File: config.mk
export PLATFORM = sky130hd
export DESIGN_NAME = module_tx_shift_reg_spi
export DESIGN_NICKNAME = d
export VERILOG_FILES = /design/src/rtl/spi_pkg.sv /design/src/rtl/module_tx_hold_reg_spi.sv /design/src/rtl/module_tx_shift_reg_spi.sv
export SDC_FILE = /design/constraint.sdc
export NUM_CORES = 1
export LEC_CHECK = 0
export BUFFER_PORTS_ARGS = -buffer_cell sky130_fd_sc_hd__buf_2
export CAP_MARGIN = 0
export CORE_MARGIN = 2
export CORE_UTILIZATION = 44
export DETAILED_ROUTE_END_ITERATION = 16
export PLACE_DENSITY = 0.75
export SLEW_MARGIN = 0
export SYNTH_ARGS = -nofsm -noshare
export SYNTH_HDL_FRONTEND = slang
export SYNTH_HIERARCHICAL = 1
export SYNTH_SLANG_ARGS = --single-unit
File: constraint.sdc
create_clock -name clk_i -period 1.2 [get_ports clk_i]
set_input_delay 0.24 -clock clk_i [delete_from_list [all_inputs] [get_ports clk_i]]
set_output_delay 0.24 -clock clk_i [all_outputs]
set_load 0.05 [all_outputs]
File: src/rtl/spi_pkg.sv
// Shared SPI definitions: default frame length and the transmitter FSM encoding.
// Also imported by the SPI receiver.
package spi_pkg;

  localparam int SPI_DATA_WIDTH = 8;

  typedef enum logic {
    IDLE  = 1'b0,
    SHIFT = 1'b1
  } tx_state_e;

endpackage : spi_pkg

File: src/rtl/module_tx_hold_reg_spi.sv
// One-entry valid/data hold register that queues the next transmit word
// while the current frame is still shifting.
module module_tx_hold_reg_spi
  import spi_pkg::*;
#(
  parameter int DATA_WIDTH = SPI_DATA_WIDTH
) (
  input  logic                  clk_i,
  input  logic                  rst_i,
  input  logic                  clear_i,
  input  logic                  load_i,
  input  logic [DATA_WIDTH-1:0] data_i,
  input  logic                  take_i,
  output logic                  valid_o,
  output logic [DATA_WIDTH-1:0] data_o
);

  // NOTE: sequential state uses non-blocking assignments so every register
  // samples the pre-edge values, whatever order the blocks are evaluated in.
  always_ff @(posedge clk_i or negedge rst_i) begin
    if (!rst_i) begin
      valid_o <= 1'b0;
    end else if (clear_i) begin
      valid_o <= 1'b0;
    end else if (load_i) begin
      valid_o <= 1'b1;
    end else if (take_i) begin
      valid_o <= 1'b0;
    end
  end

  // NOTE: the data word is qualified by valid_o, so it needs no reset;
  // keeping it out of the reset block lets it map to plain enable flops.
  always_ff @(posedge clk_i) begin
    if (load_i) begin
      data_o <= data_i;
    end
  end

endmodule : module_tx_hold_reg_spi

File: src/rtl/module_tx_shift_reg_spi.sv
// SPI transmit shift register (mode 0 pre-load) with load handshake and abort.
// Define SPI_TX_HOLD_BUF_EN to add a one-word hold buffer for back-to-back frames.
module module_tx_shift_reg_spi
  import spi_pkg::*;
#(
  parameter int DATA_WIDTH = SPI_DATA_WIDTH,
  parameter bit MSB_FIRST  = 1'b1
) (
  input  logic                  clk_i,
  input  logic                  rst_i,
  input  logic [DATA_WIDTH-1:0] data_i,
  input  logic                  load_valid_i,
  output logic                  load_ready_o,
  input  logic                  shift_en_i,
  input  logic                  abort_i,
  output logic                  data_o,
  output logic                  busy_o,
  output logic                  done_o
);

  localparam int CNT_W = $clog2(DATA_WIDTH + 1);

  tx_state_e             state, state_nxt;
  logic [DATA_WIDTH-1:0] sreg;
  logic [CNT_W-1:0]      cnt;
  logic                  done_q;

  logic                  load_fire;
  logic                  shift_fire;
  logic                  last_shift;
  logic                  start_new;
  logic                  hold_valid;
  logic [DATA_WIDTH-1:0] hold_data;
  logic [DATA_WIDTH-1:0] next_word;

  assign load_fire  = load_valid_i & load_ready_o;
  assign shift_fire = (state == SHIFT) & shift_en_i & ~abort_i;
  assign last_shift = shift_fire & (cnt == CNT_W'(1));

  // A fresh word enters the shift register either from IDLE or seamlessly on
  // the final strobe of the current frame (hold word first, else a same-cycle load).
  assign start_new  = ~abort_i & (((state == IDLE) & load_fire) |
                                  (last_shift & (hold_valid | load_fire)));
  assign next_word  = hold_valid ? hold_data : data_i;

`ifdef SPI_TX_HOLD_BUF_EN
  logic hold_load;
  logic hold_take;

  assign hold_load    = load_fire & (state == SHIFT) & ~last_shift & ~abort_i;
  assign hold_take    = last_shift & hold_valid;
  assign load_ready_o = ~hold_valid;

  module_tx_hold_reg_spi #(
    .DATA_WIDTH (DATA_WIDTH)
  ) u_hold (
    .clk_i   (clk_i),
    .rst_i   (rst_i),
    .clear_i (abort_i),
    .load_i  (hold_load),
    .data_i  (data_i),
    .take_i  (hold_take),
    .valid_o (hold_valid),
    .data_o  (hold_data)
  );
`else
  assign hold_valid   = 1'b0;
  assign hold_data    = '0;
  assign load_ready_o = (state == IDLE);
`endif

  always_ff @(posedge clk_i or negedge rst_i) begin
    if (!rst_i) begin
      state <= IDLE;
    end else begin
      state <= state_nxt;
    end
  end

  // NOTE: every always_comb output gets a default first so no path leaves it
  // unassigned, which would otherwise infer a latch.
  always_comb begin
    state_nxt = state;
    case (state)
      IDLE:    if (load_fire) state_nxt = SHIFT;
      SHIFT:   if (last_shift && !start_new) state_nxt = IDLE;
      default: state_nxt = IDLE;
    endcase
    if (abort_i) state_nxt = IDLE;
  end

  always_comb begin
    busy_o = (state == SHIFT);
    done_o = done_q;
    data_o = 1'b0;
    if (state == SHIFT) begin
      data_o = MSB_FIRST ? sreg[DATA_WIDTH-1] : sreg[0];
    end
  end

  // Counter only decrements in SHIFT, where it is always >= 1, so it never wraps.
  always_ff @(posedge clk_i or negedge rst_i) begin
    if (!rst_i) begin
      sreg   <= '0;
      cnt    <= '0;
      done_q <= 1'b0;
    end else begin
      done_q <= last_shift;
      if (abort_i) begin
        sreg <= '0;
        cnt  <= '0;
      end else if (start_new) begin
        sreg <= next_word;
        cnt  <= CNT_W'(DATA_WIDTH);
      end else if (shift_fire) begin
        sreg <= MSB_FIRST ? {sreg[DATA_WIDTH-2:0], 1'b0} : {1'b0, sreg[DATA_WIDTH-1:1]};
        cnt  <= cnt - CNT_W'(1);
      end
    end
  end

endmodule : module_tx_shift_reg_spi

After elaboration in Yosys (flattened, before gate mapping)
Index checks and enable logic that the tools add are counted.
Widths: inputs -> output; s select.
- add/sub/neg operators: 1
- multiply operators: 0
- div/mod/pow operators: 0
- $lt $le $gt $ge: 0
- equality and inequality tests: 1
- shifts and indexed selects: 0
- multiplexer cells: 11
- bitwise logic cells: 10
- reduce and logical (&&, ||, !) cells: 3
- operators by type and width (kind ; number):
    $mux 8 ; 3
    $mux 4 ; 3
    $and 1x1->1 ; 7
    $eq 4x1->1 const B ; 1
    $mux 1 ; 4
    $sub 4x1->4 const B ; 1
    $reduce_bool 3->1 ; 1
    $not 1->1 ; 2
    $pmux 1 s2 ; 1
    $logic_and 1x1->1 ; 1
    $logic_not 1->1 ; 1
    $or 1x1->1 ; 1
- bits in registers: 14
- latch bits: 0
- RAM bits: 0
- ROM bits: 0
- input bits: 13
- word-level logic and storage cells: 30
- memories: 0

Longest topological paths before layout
Gate-level depths: netlist (run 1).
- depth after elaboration: 11
- mapped depth: 5

Worst setup path before layout (run 1)
No wires, ideal clock.
- kind: flip-flop to flip-flop
- start point: reg state (netlist: busy_o)
- end point: reg cnt[2]
- arrival: 1615 ps
- required time: 1134 ps
- slack: -482 ps
- cell stages (with the launch flop): 5
- clock period less this slack: 1682 ps
- cell sequence: dfrtp_1 > buf_4 > mux2_2 > nor2_2 > a221o_1
- word-level cells in the longest chain between the ends: 8
- elaborated cells on any way between the ends: 12
- those cells by class: mux: 2; bitwise: 9; reduce/logical: 1
- RTL lines (what ; line ; source):
    start: declaration ; module_tx_shift_reg_spi.sv:23 ; tx_state_e state, state_nxt;
    start signal: assignment ; module_tx_shift_reg_spi.sv:76 ; state <= state_nxt;
    $and 1x1->1 (2 in a row) ; module_tx_shift_reg_spi.sv:37 ; assign shift_fire = (state == SHIFT) & shift_en_i & ~abort_i;
    $and 1x1->1 ; module_tx_shift_reg_spi.sv:38 ; assign last_shift = shift_fire & (cnt == CNT_W'(1));
    $and 1x1->1 ; module_tx_shift_reg_spi.sv:43 ; (last_shift & (hold_valid | load_fire)));
    $or 1x1->1 ; module_tx_shift_reg_spi.sv:42 ; assign start_new = ~abort_i & (((state == IDLE) & load_fire) |
    $and 1x1->1 ; module_tx_shift_reg_spi.sv:42 ;
    $mux 4 ; module_tx_shift_reg_spi.sv:112 ; end else if (start_new) begin
    $mux 4 ; module_tx_shift_reg_spi.sv:109 ; if (abort_i) begin
    end signal: assignment ; module_tx_shift_reg_spi.sv:114 ; cnt <= CNT_W'(DATA_WIDTH);
    end signal: assignment ; module_tx_shift_reg_spi.sv:117 ; cnt <= cnt - CNT_W'(1);
    end: declaration ; module_tx_shift_reg_spi.sv:25 ; logic [CNT_W-1:0] cnt;
Several ways; a longest one is shown, not always the timed one.
A chain may end at the register's enable or synchronous reset.

Worst setup path after layout (run 1)
- start point: reg state (netlist: busy_o)
- end point: out data_o
- word-level cells in the longest chain between the ends: 1
- RTL lines (what ; line ; source):
    $mux 1 ; module_tx_shift_reg_spi.sv:96 ; if (state == SHIFT) begin
    end: declaration ; module_tx_shift_reg_spi.sv:16 ; output logic data_o,
No other way between the ends.

==> flow_summary.yaml, run 1 <==
outcome:
  run_status: "finished, violations left"
  violated_checks: "negative setup slack"
logic_synthesis:
  synth_top_area_share_pct: 52.0
  yosys_most_used_dff: "sky130_fd_sc_hd__dfrtp_1"
  synth_most_common_cell: "sky130_fd_sc_hd__dfrtp_1"
  synth-edff-count: 0
  synthesis.nets: 71
  synthTopCellsByArea: "sky130_fd_sc_hd__dfrtp_1 (52%), sky130_fd_sc_hd__a22o_1 (12%), sky130_fd_sc_hd__a21o_1 (7.8%)"
  yosys.cell_types.count: 23
  synth.top_cells.by_count: "sky130_fd_sc_hd__dfrtp_1 (14), sky130_fd_sc_hd__a22o_1 (9), sky130_fd_sc_hd__a21o_1 (7)"
  syn_area_sq_um: 673
  yosys_warnings: 6
  synth-async-reset-ratio_pct: 100
  netlist.top_cell.by_area: "sky130_fd_sc_hd__dfrtp_1"
  yosysSeqAreaShare_pct: 52.0
  synthCells: 56
  syn-mean-instance-area_sq_um: 12.0
  ys_seq_elements: 14
timing:
  layout_min_cycle_time_ps: 1370
  fin_tns_setup_ps: -1220
  fin_crit_sh_pct: 114
  timing.final.max_slew_violations: 0
  rsz0062_at_grt: "yes"
  post_route_worst_setup_slack_ps: -169
  worst_max_slew_pin_slew_ps: 320
  hold_violations: 0
  timing.slew.headroom_pct: 78.7
  setup_viol: 11
  fin_clk_skew_ps: 15.6
  max_freq_mhz: 731
drt:
  post-route-drc-count: 0
  drt_pre_antenna_iters: 5
  routed_wire_length_per_instance_um: 14.9
  avgViaCountPerCell: 5.70
  drt_iter0_drc: 6
  routed_wirelength_mm: 1.53
  route.vias.total: 587
  detail-route-antenna-nets: 0
run:
  max_cap_viol_count: 0
layout:
  fill_cells: 128
  final_net_count: 103
  layout-drive-gt1-share_pct: 44.8
  final_cells: 103
  multi_input_comb_area_sq_um: 328
  final_cell_area_sq_um: 960
  areaGrowthSynthToFinish_pct: 42.6
  antenna-diode-count: 0
  sequential_cell_area_sq_um: 352
place:
  post-dp-hpwl_mm: 1.07
  worst_slack_at_placement_ps: -85.6
  gp_congestion: 0.778
  placed_cell_area_sq_um: 845
  io_buffer_count: 16
  post-place-cells: 94
worst_setup_path:
  cp-startpoint: "busy_o"
  worstRegToRegCells: 4
  kind_of_start_point_of_the_critical_path: "flop"
  crit_path_max_fanout: 4
  worst_path_max_stage_delay_ps: 450
  crit_slowest_cell: "sky130_fd_sc_hd__dfrtp_2"
  criticalPathCategory: "reg2out"
  timing.critical_path.to: "data_o"
  cp_num_cells: 3
  timing.critical_path.required_ps: 960
  worstReg2RegEnd: "sreg[3]"
  critical_path.endpoint_type: "primary output"
  critical_path.top_delay_family: "flip-flops"
  crit-reg2reg-launch: "busy_o"
  critPathArrivalTime_ps: 1130
  worst-r2r-setup-slack_ps: -120
  cp.buffers_inverters: 2
  cp_cell_sequence: "buf_6 -> and2_4 -> buf_8"
floorplan:
  placementRows: 14
  initial_utilization_pct: 45.7
  core_region_area_sq_um: 1470
  die_area_sq_um: 1860
  die_h_um: 43.1
  pin_count: 17
  die-width_um: 43.1
pwr:
  power_density_nw_per_um2: 1080
  worst_ir_drop_vdd_mv: 0.693
  power_leakage_nw: 0.525
  power_mw: 1.03
cts:
  tritoncts.num_buffers: 3
  clk-insertion-delay-late_ps: 280
  cts_root_buf: "sky130_fd_sc_hd__clkbuf_4"
  numClockSinks: 14
  clk_pin_slew_worst_paths_ps: 100
  tritoncts: "done"
  ctsHtreeMaxLevel: 1
  ctsLongestPathBuffers: 2
global_routing:
  global_route_wire_length_before_repair_mm: 2.64
  grt_start_max_net_pins: 15
  antenna_found_initial: 0
  vias_in_the_first_global_route: 633
  global_route.overflow_total: 0
  gr-usage-all-layers_pct: 19.7
hold_path:
  hold_path_class: "in2reg"
==> registers in the layout (all words and copies together) (netlist names) <==
name / flops
done_o: 1
busy_o: 1
sreg: 8
cnt: 4
==> worst register-to-register path, stage by stage, from the launching register on <==
cell	delay [ps]
sky130_fd_sc_hd__dfrtp_2	450
sky130_fd_sc_hd__and3b_2	270
sky130_fd_sc_hd__buf_12	140
sky130_fd_sc_hd__a22o_1	200
sky130_fd_sc_hd__a21o_1	150
==> how the worst min path moves through the flow <==
stage / start / endpoint / slack [ps] / cells after the start
global route: data_i[0] / sreg[0] / 200 / 2
detailed placement: rst_i / cnt[2] / 150 / 1
finish: data_i[0] / sreg[0] / 200 / 2
CTS: data_i[0] / sreg[0] / 200 / 2
floorplan: rst_i / busy_o / -60 / 0
global placement: rst_i / cnt[2] / 150 / 1
==> report_power, final <==
| part | total, mW | internal, mW | switching (mW) |
|---|---|---|---|
| combinational | 0.223 | 0.114 | 0.109 |
| clock | 0.286 | 0.129 | 0.157 |
| sequential | 0.524 | 0.500 | 0.0234 |
| total | 1.03 | 0.743 | 0.289 |
==> cells by family (layout without fill, tap and decap cells) <==
family | Yosys count | after routing | synth area share, %
xor gates and xnor gates | 1 | 1 | 1.30
DFF | 14 | 14 | 52.0
AOI/OAI and AO/OA | 22 | 22 | 26.4
adders and majority gates | 2 | 2 | 3.72
muxes | 1 | 1 | 1.67
buffers and inverters | 6 | 36 | 4.09
and+or+nand+nor | 10 | 11 | 10.8
==> layout make-up <==
type / instances / share of cell area, %
clock buffers: 4 / 2.74
inverters: 4 / 1.56
multi-input cells: 37 / 34.2
flip-flops and latches: 14 / 36.6
well taps: 16 / 2.09
repair buffers: 28 / 22.8
==> metal layers <==
| metal | part of all wire, % | track usage, % |
|---|---|---|
| met5 | 0 | 0 |
| met4 | 0.98 | 9.09 |
| met3 | 3.9 | 4.26 |
| met1 | 42 | 22.9 |
| met2 | 53 | 34.0 |
==> metrics by stage <==
stage               util [%]  hold slack, ps
global placement        57.4             153
finish                  65.2             195
floorplan                  -           -55.6
CTS                     65.0             201
global route            65.2             199
detailed placement      57.4             151
==> timing repair <==
action	CTS	global route
pin swaps	4	5
setup endpoints to repair	14	14
endpoints found under the hold margin	14	0
hold buffers	1	0
gates cloned	1	0
gates resized for setup	14	1
buffers inserted	3	0
==> cells in the final DEF, fill, tap and decap left out, types with 2 or more instances in the layout <==
| cell | instances |
|---|---|
| sky130_fd_sc_hd__dfrtp_1 | 13 |
| sky130_fd_sc_hd__buf_2 | 13 |
| sky130_fd_sc_hd__a22o_1 | 9 |
| sky130_fd_sc_hd__a21o_1 | 7 |
| sky130_fd_sc_hd__buf_4 | 7 |
| sky130_fd_sc_hd__buf_6 | 5 |
| sky130_fd_sc_hd__inv_1 | 4 |
| sky130_fd_sc_hd__clkbuf_4 | 3 |
| sky130_fd_sc_hd__nor2_4 | 2 |
| sky130_fd_sc_hd__a211oi_1 | 2 |
(Power assumes the default switching activity.)
==> run 2, diff against run 1 <==
--- a/config.mk
+++ b/config.mk
@@ -6,7 +6,7 @@
 export NUM_CORES = 1
 export LEC_CHECK = 0
 export BUFFER_PORTS_ARGS = -buffer_cell sky130_fd_sc_hd__buf_2
-export CAP_MARGIN = 0
+export CAP_MARGIN = 10
 export CORE_MARGIN = 2
 export CORE_UTILIZATION = 44
 export DETAILED_ROUTE_END_ITERATION = 16
==> constraint.sdc (replaced) <==
create_clock -name clk_i -period 1.14 [get_ports clk_i]
set_input_delay 0.228 -clock clk_i [delete_from_list [all_inputs] [get_ports clk_i]]
set_output_delay 0.228 -clock clk_i [all_outputs]
set_load 0.05 [all_outputs]
==> run 2 against run 1 <==
Compared with the run above:
- the flow still finishes with violations (negative setup slack)
- wire length fell by 3.4%
- clock power rose by 2%
- global-route usage fell by 0.92 points
- sequential power rose by 5.3%
- largest cell class unchanged
- final area rose by 1.6%
- worst hold slack got worse by 28 ps
- sequential share of layout area fell by 0.56 points
- utilization rose by 1.0 points
- die area did not move
==> flow_summary.yaml, run 2 (synthesis gave the netlist of run 1 again) <==
worst_setup_path:
  critPathArrivalTime_ps: 1570
  criticalPathCategory: "reg2reg"
  crit_path_max_fanout: 6
  kind_of_start_point_of_the_critical_path: "flop"
  critical_path.endpoint_type: "flop"
  timing.critical_path.required_ps: 1310
drt:
  routed_wirelength_mm: 1.48
  post-route-drc-count: 0
  drt_pre_antenna_iters: 3
  avgViaCountPerCell: 5.51
  routed_wire_length_per_instance_um: 14.2
  detail-route-antenna-nets: 0
  drt_iter0_drc: 10
  route.vias.total: 573
cts:
  numClockSinks: 14
  clk_pin_slew_worst_paths_ps: 80
  ctsLongestPathBuffers: 2
  cts_root_buf: "sky130_fd_sc_hd__clkbuf_4"
  clk-insertion-delay-late_ps: 280
  ctsHtreeMaxLevel: 1
  tritoncts: "done"
  tritoncts.num_buffers: 3
timing:
  post_route_worst_setup_slack_ps: -260
  timing.slew.headroom_pct: 78.9
  hold_violations: 0
  fin_tns_setup_ps: -2680
  fin_clk_skew_ps: 6.19
  max_freq_mhz: 714
  finalHoldWorstSlack_ps: 167
  timing.final.max_slew_violations: 0
  rsz0062_at_grt: "yes"
  setup_viol: 15
  layout_min_cycle_time_ps: 1400
  worst_max_slew_pin_slew_ps: 317
  fin_crit_sh_pct: 123
layout:
  layout.cells.most_common_list: "sky130_fd_sc_hd__dfrtp_1 (13), sky130_fd_sc_hd__buf_2 (12), sky130_fd_sc_hd__a22o_1 (9)"
  layout-drive-gt1-share_pct: 47.7
  final_cell_area_sq_um: 975
  areaGrowthSynthToFinish_pct: 44.8
  final_common_cell: "sky130_fd_sc_hd__dfrtp_1"
  final_net_count: 104
  antenna-diode-count: 0
  fill_cells: 122
  final_cells: 104
  reg_top3: "sreg (8), cnt (4)"
  largest_register: "sreg"
  largest_reg_flops: 8
global_routing:
  grtUsageMet1_pct: 21.7
  global_route_wire_length_before_repair_mm: 2.53
  grtUsageMet2_pct: 31.6
  grt.busiest_layer: "met2"
  global_route.overflow_total: 0
  vias_in_the_first_global_route: 573
  antenna_found_initial: 0
  grt_start_max_net_pins: 15
  gr-usage-all-layers_pct: 18.8
  met3_usage_pct: 6.38
pwr:
  power_leakage_nw: 0.530
  worst_ir_drop_vdd_mv: 0.768
  power_density_nw_per_um2: 1110
place:
  io_buffer_count: 16
  post-dp-hpwl_mm: 1.04
  worst_slack_at_placement_ps: -128
  placed_cell_area_sq_um: 860
  post-place-cells: 96
  gp_congestion: 0.771
floorplan:
  die-width_um: 43.1
  die_area_sq_um: 1860
  die_h_um: 43.1
  pin_count: 17
  core_region_area_sq_um: 1470
  placementRows: 14
  initial_utilization_pct: 45.7
outcome:
  violated_checks: "negative setup slack"
  run_status: "finished, violations left"
hold_path:
  hold_path_class: "in2reg"
run:
  max_cap_viol_count: 0
run 2: timing repair:
action                                  4_1_cts  5_1_grt
gates resized for setup                      13        4
pin swaps                                     3        5
hold endpoints to repair                     14        0
hold buffers                                  1        0
buffers inserted                              2        0
endpoints found under the setup margin       14       17
cloned                                        1        0
run 2: worst max-delay path: stages (launching register included):
cell	delay [ps]
sky130_fd_sc_hd__dfrtp_2	440
sky130_fd_sc_hd__buf_6	120
sky130_fd_sc_hd__and3b_2	230
sky130_fd_sc_hd__buf_12	140
sky130_fd_sc_hd__a22o_1	220
sky130_fd_sc_hd__a21o_1	150
run 2: path summary, 6_finish.rpt:
check | start | endpoint | slack [ps] | depth (start not counted)
setup / recovery | busy_o | sreg[2] | -260 | 5
max in group asynchronous | rst_i | busy_o | 520 | 2
hold reg to reg | sreg[4] | sreg[4] | 490 | 1
hold / removal | data_i[0] | sreg[0] | 170 | 2
min in group asynchronous | rst_i | cnt[2] | 360 | 2
setup reg to reg | busy_o | sreg[2] | -260 | 5
run 2: routing by layer:
layer | vias to the layer above | share of wire (%)
met5 | - | 0
met4 | 0 | 1.4
met2 | 11 | 50
met3 | 5 | 4.4
li1 | 276 | -
met1 | 281 | 44
run 2: stage by stage:
stage / utilization [%] / power (mW)
floorplan: - / 0.673
global placement: 58.4 / 0.754
detailed placement: 58.4 / 0.760
CTS: 65.2 / 1.09
global route: 66.2 / 1.14
finish: 66.2 / 1.08
run 2: layout make-up:
class,count,area (sq um),share of cell area (%)
Multi-Input combinational cell,37,333,34.1
Clock buffer,4,26.3,2.70
Tap cell,16,20.0,2.05
Sequential cell,14,352,36.1
Timing Repair Buffer,29,229,23.5
Inverter,4,15.0,1.54
run 2: where the power goes:
| part | total, mW | internal, mW | switching (mW) |
|---|---|---|---|
| combinational | 0.238 | 0.122 | 0.115 |
| clock | 0.293 | 0.136 | 0.157 |
| sequential | 0.552 | 0.527 | 0.0255 |
| total | 1.08 | 0.785 | 0.298 |
==> run 3, diff against run 2 <==
--- a/config.mk
+++ b/config.mk
@@ -5,12 +5,13 @@
 export SDC_FILE = /design/constraint.sdc
 export NUM_CORES = 1
 export LEC_CHECK = 0
+export ABC_AREA = 1
 export BUFFER_PORTS_ARGS = -buffer_cell sky130_fd_sc_hd__buf_2
 export CAP_MARGIN = 10
 export CORE_MARGIN = 2
-export CORE_UTILIZATION = 44
+export CORE_UTILIZATION = 46
 export DETAILED_ROUTE_END_ITERATION = 16
-export PLACE_DENSITY = 0.75
+export PLACE_DENSITY = 0.76
 export SLEW_MARGIN = 0
 export SYNTH_ARGS = -nofsm -noshare
 export SYNTH_HDL_FRONTEND = slang
==> run 3 against run 2 <==
Compared with the run above:
- the flow still finishes with violations (negative setup slack)
- via count rose by 20%
- synthesized cell count is 55% higher
- total power increased by 14%
- global-route usage increased by 2.0 points
- count of clock-buffer cells in the layout did not move
- critical path depth shrank 2
- wire length grew 13%
- sequential share of layout area decreased by 0.87 points
- cell count grew 25%
- maximum frequency rose by 3.7%
- sequential power is 3% higher
- die area is 5.4% higher
- largest cell class is now multi-input combinational cells
==> flow_summary.yaml, run 3 <==
outcome:
  run_status: "finished, violations left"
  violated_checks: "negative setup slack"
layout:
  antenna-diode-count: 0
  sequential_cell_area_sq_um: 354
  largest_reg_flops: 8
  final_cells: 130
  layout-drive-gt1-share_pct: 38.6
  multi_input_comb_area_sq_um: 364
  final_net_count: 130
  layout.cells.most_common_list: "sky130_fd_sc_hd__nand2_1 (24), sky130_fd_sc_hd__buf_2 (14), sky130_fd_sc_hd__dfrtp_1 (13)"
  post-route-util_pct: 66.8
  largest_register: "sreg"
  fill_cells: 134
  areaGrowthSynthToFinish_pct: 34.9
  final_common_cell: "sky130_fd_sc_hd__nand2_1"
  final_cell_area_sq_um: 1010
  reg_top3: "sreg (8), cnt (4)"
floorplan:
  initial_utilization_pct: 49.5
  die_area_sq_um: 1960
  pin_count: 17
  die-width_um: 44.3
  placementRows: 14
  die_h_um: 44.3
  core_region_area_sq_um: 1510
global_routing:
  grtUsageMet1_pct: 23.4
  global_route_wire_length_before_repair_mm: 2.88
  gr-usage-all-layers_pct: 20.8
  global_route.overflow_total: 0
  grt.busiest_layer: "met2"
  grtUsageMet2_pct: 37.1
  vias_in_the_first_global_route: 675
  grt_start_max_net_pins: 15
  met3_usage_pct: 4.08
  antenna_found_initial: 0
logic_synthesis:
  ys_seq_elements: 14
  synth-adder-area-share_pct: 3.36
  synthSimpleGateAreaFrac_pct: 35.2
  yosysSeqAreaShare_pct: 47.0
  synth_most_common_cell: "sky130_fd_sc_hd__nand2_1"
  main_combinational_cell_family_by_area_after_synthesis: "simple AND/OR/NAND/NOR gates"
  synth_top_area_share_pct: 47.0
  synthesis.nets: 102
  yosys_most_used_dff: "sky130_fd_sc_hd__dfrtp_1"
  syn_area_sq_um: 746
  synth-edff-count: 0
  synth_xor_area_share_pct: 1.17
  syn-mean-instance-area_sq_um: 8.57
  synthMuxAreaShare_pct: 0
  synthTopCellsByArea: "sky130_fd_sc_hd__dfrtp_1 (47%), sky130_fd_sc_hd__nand2_1 (13%), sky130_fd_sc_hd__nand4_1 (6.7%)"
  synth.top_cells.by_count: "sky130_fd_sc_hd__nand2_1 (26), sky130_fd_sc_hd__dfrtp_1 (14), sky130_fd_sc_hd__inv_1 (11)"
  synth_compound_gate_area_share_pct: 4.70
  yosys.cell_types.count: 17
  synth-async-reset-ratio_pct: 100
  netlist.top_cell.by_area: "sky130_fd_sc_hd__dfrtp_1"
  yosys_warnings: 6
  synthCells: 87
worst_setup_path:
  cp.buffers_inverters: 2
  critPathArrivalTime_ps: 1120
  crit-reg2reg-launch: "busy_o"
  cp-startpoint: "busy_o"
  kind_of_start_point_of_the_critical_path: "flop"
  crit_path_max_fanout: 4
  critical_path.top_delay_family: "flip-flops"
  timing.critical_path.required_ps: 910
  cp_cell_sequence: "nand2_4 -> clkinvlp_4 -> buf_6"
  critical_path.endpoint_type: "primary output"
  crit_slowest_cell: "sky130_fd_sc_hd__dfrtp_4"
  worst_path_max_stage_delay_ps: 540
  criticalPathCategory: "reg2out"
cts:
  tritoncts.num_buffers: 3
  cts_root_buf: "sky130_fd_sc_hd__clkbuf_4"
  numClockSinks: 14
  ctsHtreeMaxLevel: 1
  tritoncts: "done"
  ctsLongestPathBuffers: 2
  clk_pin_slew_worst_paths_ps: 90
  clk-insertion-delay-late_ps: 290
timing:
  timing.final.max_slew_violations: 0
  fin_tns_setup_ps: -1500
  post_route_worst_setup_slack_ps: -209
  fin_crit_sh_pct: 118
  layout_min_cycle_time_ps: 1350
  timing.slew.headroom_pct: 78.9
  max_freq_mhz: 741
  setup_viol: 14
  hold_violations: 0
  fin_clk_skew_ps: 6.05
  rsz0062_at_grt: "yes"
  worst_max_slew_pin_slew_ps: 317
place:
  placed_cell_area_sq_um: 872
  post-dp-hpwl_mm: 1.12
  post-place-cells: 120
  gp_congestion: 0.793
  io_buffer_count: 16
drt:
  drt_pre_antenna_iters: 4
  routed_wirelength_mm: 1.66
  avgViaCountPerCell: 5.31
  drt_iter0_drc: 18
  detail-route-antenna-nets: 0
  routed_wire_length_per_instance_um: 12.8
  route.vias.total: 690
  post-route-drc-count: 0
pwr:
  power_frac_comb_pct: 24.6
  power_report.internal_total_mw: 0.854
  power_frac_clock_pct: 29.3
  power_mw: 1.24
  power_leakage_nw: 0.523
  netSwitchingFraction_pct: 31.0
  power_density_nw_per_um2: 1230
  worst_ir_drop_vdd_mv: 0.772
  seqPwrFrac_pct: 46.1
  power_switching_mw: 0.384
run:
  max_cap_viol_count: 0
hold_path:
  hold_path_class: "in2reg"
  min-delay-start: "data_i[7]"
## run 3: cell families (layout without fill, tap and decap cells)
logic type	count (synthesis)	count (layout)
compound gates	5	5
flops	14	14
simple gates	51	51
xor+xnor	1	1
fa+ha+maj	2	2
buf+inv	14	41
## run 3: final timing paths
path	endpoint	slack [ps]	cells past startpoint
worst max register to register	sreg[2]	-130	6
min in group asynchronous	done_o	370	2
worst min-delay path	sreg[7]	140	3
worst min register to register	sreg[7]	510	2
max in group asynchronous	busy_o	500	2
worst max-delay path	data_o	-210	3
## run 3: stage by stage
| step | hold WS (ps) | setup WS (ps) |
|---|---|---|
| 3_3_place_gp | 138 | 48.4 |
| 6_report | 145 | -209 |
| 5_1_grt | 158 | -242 |
| 4_1_cts | 150 | -209 |
| 2_1_floorplan | -67.6 | -8.12 |
| 3_5_place_dp | 142 | -5.88 |
## run 3: metal layers
layer / part of all wire (%) / up-vias
met4: 1.6 / 0
met3: 3.2 / 4
met5: 0 / -
li1: - / 338
met1: 41 / 331
met2: 54 / 17
## run 3: power groups by stage
stage | Sequential [mW] | Clock [mW] | Combinational [mW]
4_1_cts | 0.571 | 0.365 | 0.285
3_3_place_gp | 0.580 | 0 | 0.240
2_1_floorplan | 0.592 | 0 | 0.156
6_report | 0.570 | 0.363 | 0.305
3_5_place_dp | 0.584 | 0 | 0.244
5_1_grt | 0.576 | 0.385 | 0.339
## run 3: what timing repair did
item | 4_1_cts | 5_1_grt
pin swaps | 1 | 1
setup buffers | 4 | 1
hold buffers | 1 | 0
cloned | 0 | 0
endpoints found under the hold margin | 14 | 0
setup endpoints to repair | 4 | 16
resized for setup | 7 | 6
## run 3: final cells by class
cell class,instances,area share (%)
clock buffer,4,3.61
inverter,12,6.09
multi-input combinational,59,36.2
sequential,14,35.2
tap,16,1.99
timing repair buffer,25,16.9
## run 3: tightest hold or removal path: cells and delay by family
family	cells	cell delay [ps]
and+or+nand+nor	2	100
buffers and inverters	1	70
